### src/rtl/spike_isi_meter.sv
// spike_isi_meter: rising-edge spike detector that measures the inter-spike
// interval in clock cycles and counts spikes per fixed window (firing rate).
// All outputs are registered. Reset is synchronous and active-low.
module spike_isi_meter #(
  parameter int ISI_W      = 16,
  parameter int CNT_W      = 8,
  parameter int WIN_CYCLES = 1024
) (
  input  logic             clk,
  input  logic             reset_n,
  input  logic             spike,
  input  logic             clear,
  output logic [ISI_W-1:0] isi,
  output logic             isi_valid,
  output logic             isi_sat,
  output logic [CNT_W-1:0] rate,
  output logic             rate_valid,
  output logic             timing
);

  localparam int WIN_W = (WIN_CYCLES > 1) ? $clog2(WIN_CYCLES) : 1;
  localparam logic [ISI_W-1:0] ISI_MAX  = '1;
  localparam logic [CNT_W-1:0] CNT_MAX  = '1;
  localparam logic [WIN_W-1:0] WIN_LAST = WIN_W'(WIN_CYCLES - 1);

  typedef enum logic [1:0] {
    IDLE   = 2'd0,
    TIMING = 2'd1,
    SAT    = 2'd2
  } state_t;

  state_t           state_reg;
  logic             spike_d_reg;
  logic [ISI_W-1:0] cnt_reg;
  logic [WIN_W-1:0] win_cnt_reg;
  logic [CNT_W-1:0] spk_cnt_reg;

  logic             spike_edge;
  logic             win_close;
  logic [ISI_W-1:0] cnt_inc;
  logic [CNT_W-1:0] spk_inc;
  logic [CNT_W-1:0] spk_next;

  assign spike_edge = spike & ~spike_d_reg;
  assign win_close  = (win_cnt_reg == WIN_LAST);
  assign cnt_inc    = cnt_reg + ISI_W'(1);
  // Saturating increment so a burst cannot wrap the window count.
  assign spk_inc    = (spk_cnt_reg == CNT_MAX) ? CNT_MAX : spk_cnt_reg + CNT_W'(1);
  assign spk_next   = spike_edge ? spk_inc : spk_cnt_reg;

  // Delayed spike level for edge detection; keeps tracking during clear so a
  // spike held across clear does not produce a spurious edge afterwards.
  always_ff @(posedge clk) begin
    if (!reset_n) begin
      spike_d_reg <= 1'b0;
    end else begin
      spike_d_reg <= spike;
    end
  end

  // ISI state machine: arms on the first edge, then reports cycles between edges.
  always_ff @(posedge clk) begin
    if (!reset_n) begin
      state_reg <= IDLE;
      cnt_reg   <= '0;
      isi       <= '0;
      isi_valid <= 1'b0;
      isi_sat   <= 1'b0;
      timing    <= 1'b0;
    end else if (clear) begin
      state_reg <= IDLE;
      cnt_reg   <= '0;
      isi_valid <= 1'b0;
      timing    <= 1'b0;
    end else begin
      isi_valid <= 1'b0;
      case (state_reg)
        IDLE: begin
          if (spike_edge) begin
            cnt_reg   <= ISI_W'(1);
            state_reg <= TIMING;
            timing    <= 1'b1;
          end
        end
        TIMING: begin
          if (spike_edge) begin
            isi       <= cnt_reg;
            isi_sat   <= 1'b0;
            isi_valid <= 1'b1;
            cnt_reg   <= ISI_W'(1);
          end else begin
            cnt_reg <= cnt_inc;
            if (cnt_inc == ISI_MAX) begin
              state_reg <= SAT;
            end
          end
        end
        SAT: begin
          // Counter parks at all-ones until the next edge closes the interval.
          if (spike_edge) begin
            isi       <= ISI_MAX;
            isi_sat   <= 1'b1;
            isi_valid <= 1'b1;
            cnt_reg   <= ISI_W'(1);
            state_reg <= TIMING;
          end
        end
        default: begin
          state_reg <= IDLE;
          cnt_reg   <= '0;
          timing    <= 1'b0;
        end
      endcase
    end
  end

  // Free-running window; an edge on the closing cycle belongs to the closing window.
  always_ff @(posedge clk) begin
    if (!reset_n) begin
      win_cnt_reg <= '0;
      spk_cnt_reg <= '0;
      rate        <= '0;
      rate_valid  <= 1'b0;
    end else if (clear) begin
      win_cnt_reg <= '0;
      spk_cnt_reg <= '0;
      rate_valid  <= 1'b0;
    end else if (win_close) begin
      win_cnt_reg <= '0;
      spk_cnt_reg <= '0;
      rate        <= spk_next;
      rate_valid  <= 1'b1;
    end else begin
      win_cnt_reg <= win_cnt_reg + WIN_W'(1);
      spk_cnt_reg <= spk_next;
      rate_valid  <= 1'b0;
    end
  end

endmodule

### config.mk
export PLATFORM = sky130hd
export DESIGN_NAME = spike_isi_meter
export DESIGN_NICKNAME = d
export VERILOG_FILES = /design/src/rtl/spike_isi_meter.sv
export SDC_FILE = /design/constraint.sdc
export NUM_CORES = 1
export LEC_CHECK = 0
export ABC_CLOCK_PERIOD_IN_PS = 4300
export CORE_MARGIN = 5
export CORE_UTILIZATION = 40
export CTS_CLUSTER_SIZE = 8
export DETAILED_ROUTE_END_ITERATION = 8
export PLACE_DENSITY = 0.62
export SLEW_MARGIN = 20
export SYNTH_ARGS = -nofsm -noshare
export SYNTH_HDL_FRONTEND = slang
export SYNTH_SLANG_ARGS = --single-unit
### constraint.sdc
create_clock -name clk -period 4.3 [get_ports clk]
set_clock_uncertainty 0.15 [all_clocks]
set_input_delay 1.29 -clock clk [delete_from_list [all_inputs] [get_ports clk]]
set_output_delay 1.29 -clock clk [all_outputs]
set_load 0.02 [all_outputs]
==> results of run 1 <==
cells in the mapped netlist (all sizes together), types with 5 or more instances:
cell / count
clkbuf: 18
nor2: 75
buf: 6
nand2: 27
and4: 5
o21ai: 14
nand4: 10
a21oi: 17
a31oi: 5
nor3: 9
inv: 6
nor2b: 5
dfxtp: 65
nor3b: 5
nand2b: 6
nand3: 12
a211oi: 19
mux2i: 7
ha: 8
a311oi: 5
xor2: 7
through the flow:
step                hold slack (ns)  total power, mW  worst slack [ns]  instances  utilization, %
floorplan                     0.292            0.675              1.52        369               -
global placement              0.310            0.701             0.884        479            46.4
detailed placement            0.315            0.702             0.870        479            46.4
CTS                           0.328             1.29              1.22        495            49.5
global route                  0.367             1.32              1.09        495            49.5
finish                        0.324             1.27              1.21        495            49.5
layout make-up:
class,count,area (um^2)
tap,99,124
clock buffer,10,138
multi-input combinational,274,1610
sequential,65,1300
timing repair buffer,35,340
clock inverter,6,90.1
inverter,6,22.5
fill,725,3700
worst max-delay path, delay by kind of cell:
family	cells	cell delay, ns
compound gates	1	0.16
buf+inv	1	0.47
simple gates	3	1.27
metal layers:
layer,up-vias,global-route usage (%),share of wire [%]
li1,1360,-,-
met1,1190,19.5,50
met2,49,23.7,44
met3,10,3.45,4.3
met4,0,7.24,1.7
met5,-,0,0
worst paths after layout:
| check | to | depth (start not counted) |
|---|---|---|
| hold reg to reg | rate[4] | 2 |
| setup reg to reg | cnt_reg[15] | 6 |
| hold / removal | rate[4] | 2 |
| setup / recovery | cnt_reg[15] | 5 |
cell usage in the layout (no fill, tap or decap), drive strengths merged, types with 4 or more instances in the layout:
master	netlist	layout
nor2	75	75
dfxtp	65	65
clkdlybuf4s50	0	31
nand2	27	27
a211oi	19	19
a21oi	17	17
o21ai	14	14
nand3	12	12
nand4	10	10
clkbuf	18	10
nor3	9	9
ha	8	8
mux2i	7	7
xor2	7	7
inv	6	7
nand2b	6	6
nor2b	5	5
and4	5	5
a31oi	5	5
a311oi	5	5
nor3b	5	5
and3	4	4
buf	6	4
power by group:
group / internal, mW / leakage, nW / switching [mW] / total [mW]
registers: 0.610 / 0.525 / 0.00662 / 0.617
clock network: 0.344 / 0.113 / 0.240 / 0.584
logic: 0.0267 / 0.542 / 0.0441 / 0.0708
total: 0.981 / 1.18 / 0.290 / 1.27
logic make-up (layout without fill, tap and decap cells):
| kind of cell | count (synthesis) | in the layout | share of synthesized area [%] |
|---|---|---|---|
| buffers and inverters | 30 | 57 | 4.12 |
| and+or+nand+nor | 173 | 173 | 27.9 |
| xor gates and xnor gates | 10 | 10 | 2.88 |
| DFF | 65 | 65 | 42.9 |
| adders and majority gates | 8 | 8 | 3.30 |
| muxes | 8 | 8 | 2.68 |
| AOI/OAI and AO/OA | 75 | 75 | 16.3 |
==> impl_summary.log, run 1 <==
INFO  metric synth_edf_count = 0
INFO  metric final-hold-violation-count = 0
INFO  metric globalRoute.totalOverflow = 0
INFO  metric maxClockFrequency = 0.324 GHz
INFO  metric vias = 2609
INFO  metric path_clk_slew = 0.08 ns
INFO  metric grt_pass1_wl = 12.0 mm
INFO  metric gp_routability_congestion = 0.891
INFO  metric synthArstFlopShare = 0%
INFO  metric rsz0062_at_grt = no
INFO  metric fp.dieArea = 9430 um^2
INFO  metric min-delay-path-class = reg2reg
INFO  metric vias_in_the_first_global_route = 2531
INFO  metric setup.worst_path.start_class = primary input
INFO  metric timing.critical_path.cells = clkdlybuf4s50_1 -> nor2b_1 -> or3_4 -> or4_1 -> a31oi_1
INFO  metric fin_crit_sh = 71.8%
INFO  metric yosys_warnings = 0
INFO  metric synth.top_cell.area_share = 42.9%
INFO  metric regToRegSetupSlack = 1.57 ns
INFO  metric layout.cell_area.non_filler = 3630 um^2
INFO  metric slew_headroom = 52.4%
INFO  metric cts_max_path_buffers = 2
INFO  metric synth_seq_cells = 65
INFO  metric cp_slowest_stage_delay = 0.51 ns
INFO  metric detail_route.iter0.violations = 101
INFO  metric setup_viol_count_final = 0
INFO  metric critPathCaptureType = flop
INFO  metric cts_hold_buf = 0
INFO  metric n_antenna_cell = 0
INFO  metric worst_r2r_startpoint = state_reg[0]
INFO  metric max_slew.worst_pin.slew = 0.715 ns
INFO  metric floorplan.rows = 31
INFO  metric syn_to_final_growth = 19.5%
INFO  metric path_max_fanout = 14
INFO  metric chipHeight = 97.1 um
INFO  metric min_from = rate[4]
INFO  metric place.detailed.hpwl = 4.71 mm
INFO  metric cts_root_buf = clkbuf_8
INFO  metric wl = 6.64 mm
INFO  metric synth_largest_area_cell = dfxtp_1
INFO  metric critPathRequiredTime = 4.41 ns
INFO  metric worstSkewPairLatency = 0.34 ns
INFO  metric synth_top_flop_cell = dfxtp_1
INFO  metric timing.setup.critical_path_class = in2reg
INFO  metric max-vdd-ir-drop = 0.000164 V
INFO  metric initial_utilization = 41.4%
INFO  metric cpMaxStageDelayCell = or3_4
INFO  metric synthesis.area_per_instance = 8.23 um^2
INFO  metric status = finished clean
INFO  metric number_of_buffers_created_by_cts = 9
INFO  metric post_synth_main_area_contributors = dfxtp_1, nor2_1, a211oi_1
INFO  metric synth_seq_area_share = 42.9%
INFO  metric ioPinCount = 32
INFO  metric core_region_area = 7330 um^2
INFO  metric layout_min_cycle_time = 3.09 ns
INFO  metric layout-drive-gt1-share = 6.31%
INFO  metric cts_sinks = 65
INFO  metric cts_tree = yes
INFO  metric maxCapViolCount = 0
INFO  metric critical_path_arrival = 3.19 ns
INFO  metric port-buffer-count = 31
INFO  metric nets = 403
INFO  metric worst_setup_path_startpoint = spike
INFO  metric clock_tree.htree_level_count = 3
INFO  metric grt_start_max_net_pins = 34
INFO  metric wl_per_cell = 13.4 um
INFO  metric drt.antenna.violating_nets = 0
INFO  metric power_leakage = 1.18 nW
INFO  metric final_routed_drc_violation_total = 0
INFO  metric cts_repair_resize_count = 0
INFO  metric post_cts.repair.setup_buffers = 0
INFO  metric syn_area = 3040 um^2
INFO  metric synth.net_count = 381
INFO  metric powerDensity = 350 nW/um^2
INFO  metric groute.usage.overall = 15.1%
INFO  metric antenna_violations_before_repair = 0
INFO  metric final.setup.tns = 0 ns
INFO  metric die_w = 97.1 um
INFO  metric syn-instance-count = 369
INFO  metric routed_via_density = 5.27
INFO  metric yosys.cell_types.count = 46
INFO  metric maxSlewViolCount = 0
INFO  metric placed_area = 3400 um^2
INFO  metric firstDrtPassIters = 6
Power figures use the tool's default switching activity.
==> run 2: changes to the inputs <==
--- a/config.mk
+++ b/config.mk
@@ -5,12 +5,12 @@
 export SDC_FILE = /design/constraint.sdc
 export NUM_CORES = 1
 export LEC_CHECK = 0
-export ABC_CLOCK_PERIOD_IN_PS = 4300
+export ABC_CLOCK_PERIOD_IN_PS = 2500
 export CORE_MARGIN = 5
 export CORE_UTILIZATION = 40
 export CTS_CLUSTER_SIZE = 8
 export DETAILED_ROUTE_END_ITERATION = 8
-export PLACE_DENSITY = 0.62
+export PLACE_DENSITY = 0.64
 export SLEW_MARGIN = 20
 export SYNTH_ARGS = -nofsm -noshare
 export SYNTH_HDL_FRONTEND = slang
==> constraint.sdc (replaced) <==
create_clock -name clk -period 2.5 [get_ports clk]
set_clock_uncertainty 0.15 [all_clocks]
set_input_delay 0.75 -clock clk [delete_from_list [all_inputs] [get_ports clk]]
set_output_delay 0.75 -clock clk [all_outputs]
set_load 0.02 [all_outputs]
==> impl_summary.log, run 2 (synthesis gave the netlist of run 1 again) <==
INFO  metric cts_hold_buf = 0 (unchanged)
INFO  metric cts_root_buf = clkbuf_8 (unchanged)
INFO  metric regToRegSetupSlack = 0.17 ns (was 1.57 ns)
INFO  metric detail_route.iter0.violations = 196 (was 101)
INFO  metric switching_power = 470 uW (was 290 uW)
INFO  metric slew_headroom = 71.1% (was 52.4%)
INFO  metric rsz0062_at_grt = no (unchanged)
INFO  metric layout_min_cycle_time = 2.43 ns
INFO  metric status = finished clean (unchanged)
INFO  metric switching_share = 23.7% (was 22.8%)
INFO  metric drt.antenna.violating_nets = 0 (unchanged)
INFO  metric grt_pass1_wl = 11.3 mm (was 12.0 mm)
INFO  metric setup.worst_path.start_class = primary input (unchanged)
INFO  metric syn_to_final_growth = 22.2% (was 19.5%)
INFO  metric setup_viol_count_final = 0 (unchanged)
INFO  metric path_clk_slew = 0.07 ns (was 0.08 ns)
INFO  metric place.detailed.hpwl = 4.69 mm (was 4.71 mm)
INFO  metric p_int = 1.51 mW (was 981 uW)
INFO  metric layout.cell_area.non_filler = 3710 um^2 (was 3630 um^2)
INFO  metric min_delay_path_depth = 2 (unchanged)
INFO  metric fp.dieArea = 9430 um^2 (unchanged)
INFO  metric fin_crit_sh = 97.3%
INFO  metric grt_start_max_net_pins = 34 (unchanged)
INFO  metric final_routed_drc_violation_total = 0 (unchanged)
INFO  metric layout-drive-gt1-share = 9.05% (was 6.31%)
INFO  metric critical_path_arrival = 2.50 ns (was 3.19 ns)
INFO  metric worst_r2r_startpoint = state_reg[0] (unchanged)
INFO  metric post_cts.repair.setup_buffers = 0 (unchanged)
INFO  metric worstSkewPairLatency = 0.34 ns (about the same)
INFO  metric clock_tree.htree_level_count = 3 (unchanged)
INFO  metric vias = 2678 (was 2609)
INFO  metric vias_in_the_first_global_route = 2372 (was 2531)
INFO  metric port-buffer-count = 31 (unchanged)
INFO  metric number_of_buffers_created_by_cts = 9 (unchanged)
INFO  metric worst-r2r-cell-count = 6 (unchanged)
INFO  metric final_common_cell = nor2_1 (unchanged)
INFO  metric stdcell_count = 508 (was 495)
INFO  metric layout_common_cells = nor2_1, dfxtp_1, clkdlybuf4s50_1 (unchanged)
INFO  metric worstHoldEndpoint = rate[4] (unchanged)
INFO  metric placed_area = 3540 um^2 (was 3400 um^2)
INFO  metric chipHeight = 97.1 um (unchanged)
INFO  metric initial_utilization = 41.4% (unchanged)
INFO  metric max_slew.worst_pin.slew = 0.433 ns (was 0.715 ns)
INFO  metric dpl.cell_count = 494 (was 479)
INFO  metric die_w = 97.1 um (unchanged)
INFO  metric totalPowerFinal = 1.98 mW (was 1.27 mW)
INFO  metric maxClockFrequency = 0.411 GHz
INFO  metric ioPinCount = 32 (unchanged)
INFO  metric met3_usage = 3.88% (was 3.45%)
INFO  metric cts_max_path_buffers = 2 (unchanged)
INFO  metric final.fill_count = 732 (was 725)
INFO  metric n_antenna_cell = 0 (unchanged)
INFO  metric groute.usage.overall = 14.5% (was 15.1%)
INFO  metric wl_per_cell = 13.0 um (was 13.4 um)
INFO  metric core_region_area = 7330 um^2 (unchanged)
INFO  metric pre_cts_ws = -0.300 ns (was 0.870 ns)
INFO  metric globalRoute.totalOverflow = 0 (unchanged)
INFO  metric powerDensity = 534 nW/um^2 (was 350 nW/um^2)
INFO  metric grt.met2_usage = 21.2% (was 23.7%)
INFO  metric cts_repair_resize_count = 0 (unchanged)
INFO  metric min-delay-path-class = reg2reg (unchanged)
INFO  metric cts_sinks = 65 (unchanged)
INFO  metric wl = 6.63 mm (was 6.64 mm)
INFO  metric firstDrtPassIters = 4 (was 6)
INFO  metric r2r_end = cnt_reg[15] (unchanged)
INFO  metric regArea = 1300 um^2 (unchanged)
INFO  metric clockPowerShare = 39.2% (was 45.9%)
INFO  metric min_from = rate[4] (unchanged)
INFO  metric timing.setup.critical_path_class = in2reg (unchanged)
INFO  metric critPathCaptureType = flop (unchanged)
INFO  metric critPathRequiredTime = 2.57 ns (was 4.41 ns)
INFO  metric path_max_fanout = 5 (was 14)
INFO  metric power_frac_comb = 7.3% (was 5.6%)
INFO  metric floorplan.rows = 31 (unchanged)
INFO  metric final-hold-violation-count = 0 (unchanged)
INFO  metric gr-max-usage-layer = met2 (unchanged)
INFO  metric finalWorstSetupSlack = 0.0675 ns (was 1.21 ns)
INFO  metric sequentialPowerShare = 53.5% (was 48.5%)
INFO  metric cts_tree = yes (unchanged)
INFO  metric routed_via_density = 5.27 (about the same)
INFO  metric power_leakage = 1.24 nW (was 1.18 nW)
INFO  metric antenna_violations_before_repair = 0 (unchanged)
INFO  metric maxSlewViolCount = 0 (unchanged)
INFO  metric max-vdd-ir-drop = 0.000287 V (was 0.000164 V)
INFO  metric multiInputGateArea = 1620 um^2 (was 1610 um^2)
INFO  metric gp_routability_congestion = 0.884 (was 0.891)
INFO  metric worst_hold_slack = 0.328 ns (was 0.324 ns)
INFO  metric grt.met1_usage = 19.4% (was 19.5%)
INFO  metric nets = 418 (was 403)
INFO  metric maxCapViolCount = 0 (unchanged)
[run 2: area by class of cell]
type                            count  area share, %
Multi-Input combinational cell    274           43.6
Clock inverter                      3          0.472
Inverter                            6          0.607
Tap cell                           99           3.34
Sequential cell                    65           35.1
Clock buffer                       11           4.08
Timing Repair Buffer               50           12.9
[run 2: how the worst max path moves through the flow]
stage,from,to,cells after the start
floorplan,spike,state_reg[0],6
global placement,spike,cnt_reg[15],5
detailed placement,spike,cnt_reg[10],6
CTS,spike,cnt_reg[10],6
global route,spike,state_reg[0],6
finish,spike,state_reg[0],6
[run 2: worst max-delay path: stages]
cell and delay (ns):
clkdlybuf4s50_1 0.43, nor2b_1 0.20, or3_1 0.39, a2111oi_1 0.40, o21ai_1 0.19, mux2i_1 0.15
[run 2: power groups by stage]
stage	clock [mW]	combinational [mW]	sequential [mW]
after floorplan	0	0.0676	1.09
after global placement	0	0.141	1.08
after detailed placement	0	0.144	1.08
after CTS	0.806	0.144	1.06
after global routing	0.854	0.157	1.06
final	0.777	0.144	1.06
[run 2: per-stage QoR]
step,TNS (ns),util (%)
floorplan,0,-
global placement,-1.58,48.2
detailed placement,-2.46,48.2
CTS,0,50.5
global route,0,50.6
finish,0,50.6
[run 2: metal layers]
layer	share of wire, %	vias to the layer above
met2	44	58
met3	5.8	10
met1	49	1217
li1	-	1393
met5	0	-
met4	1.8	0
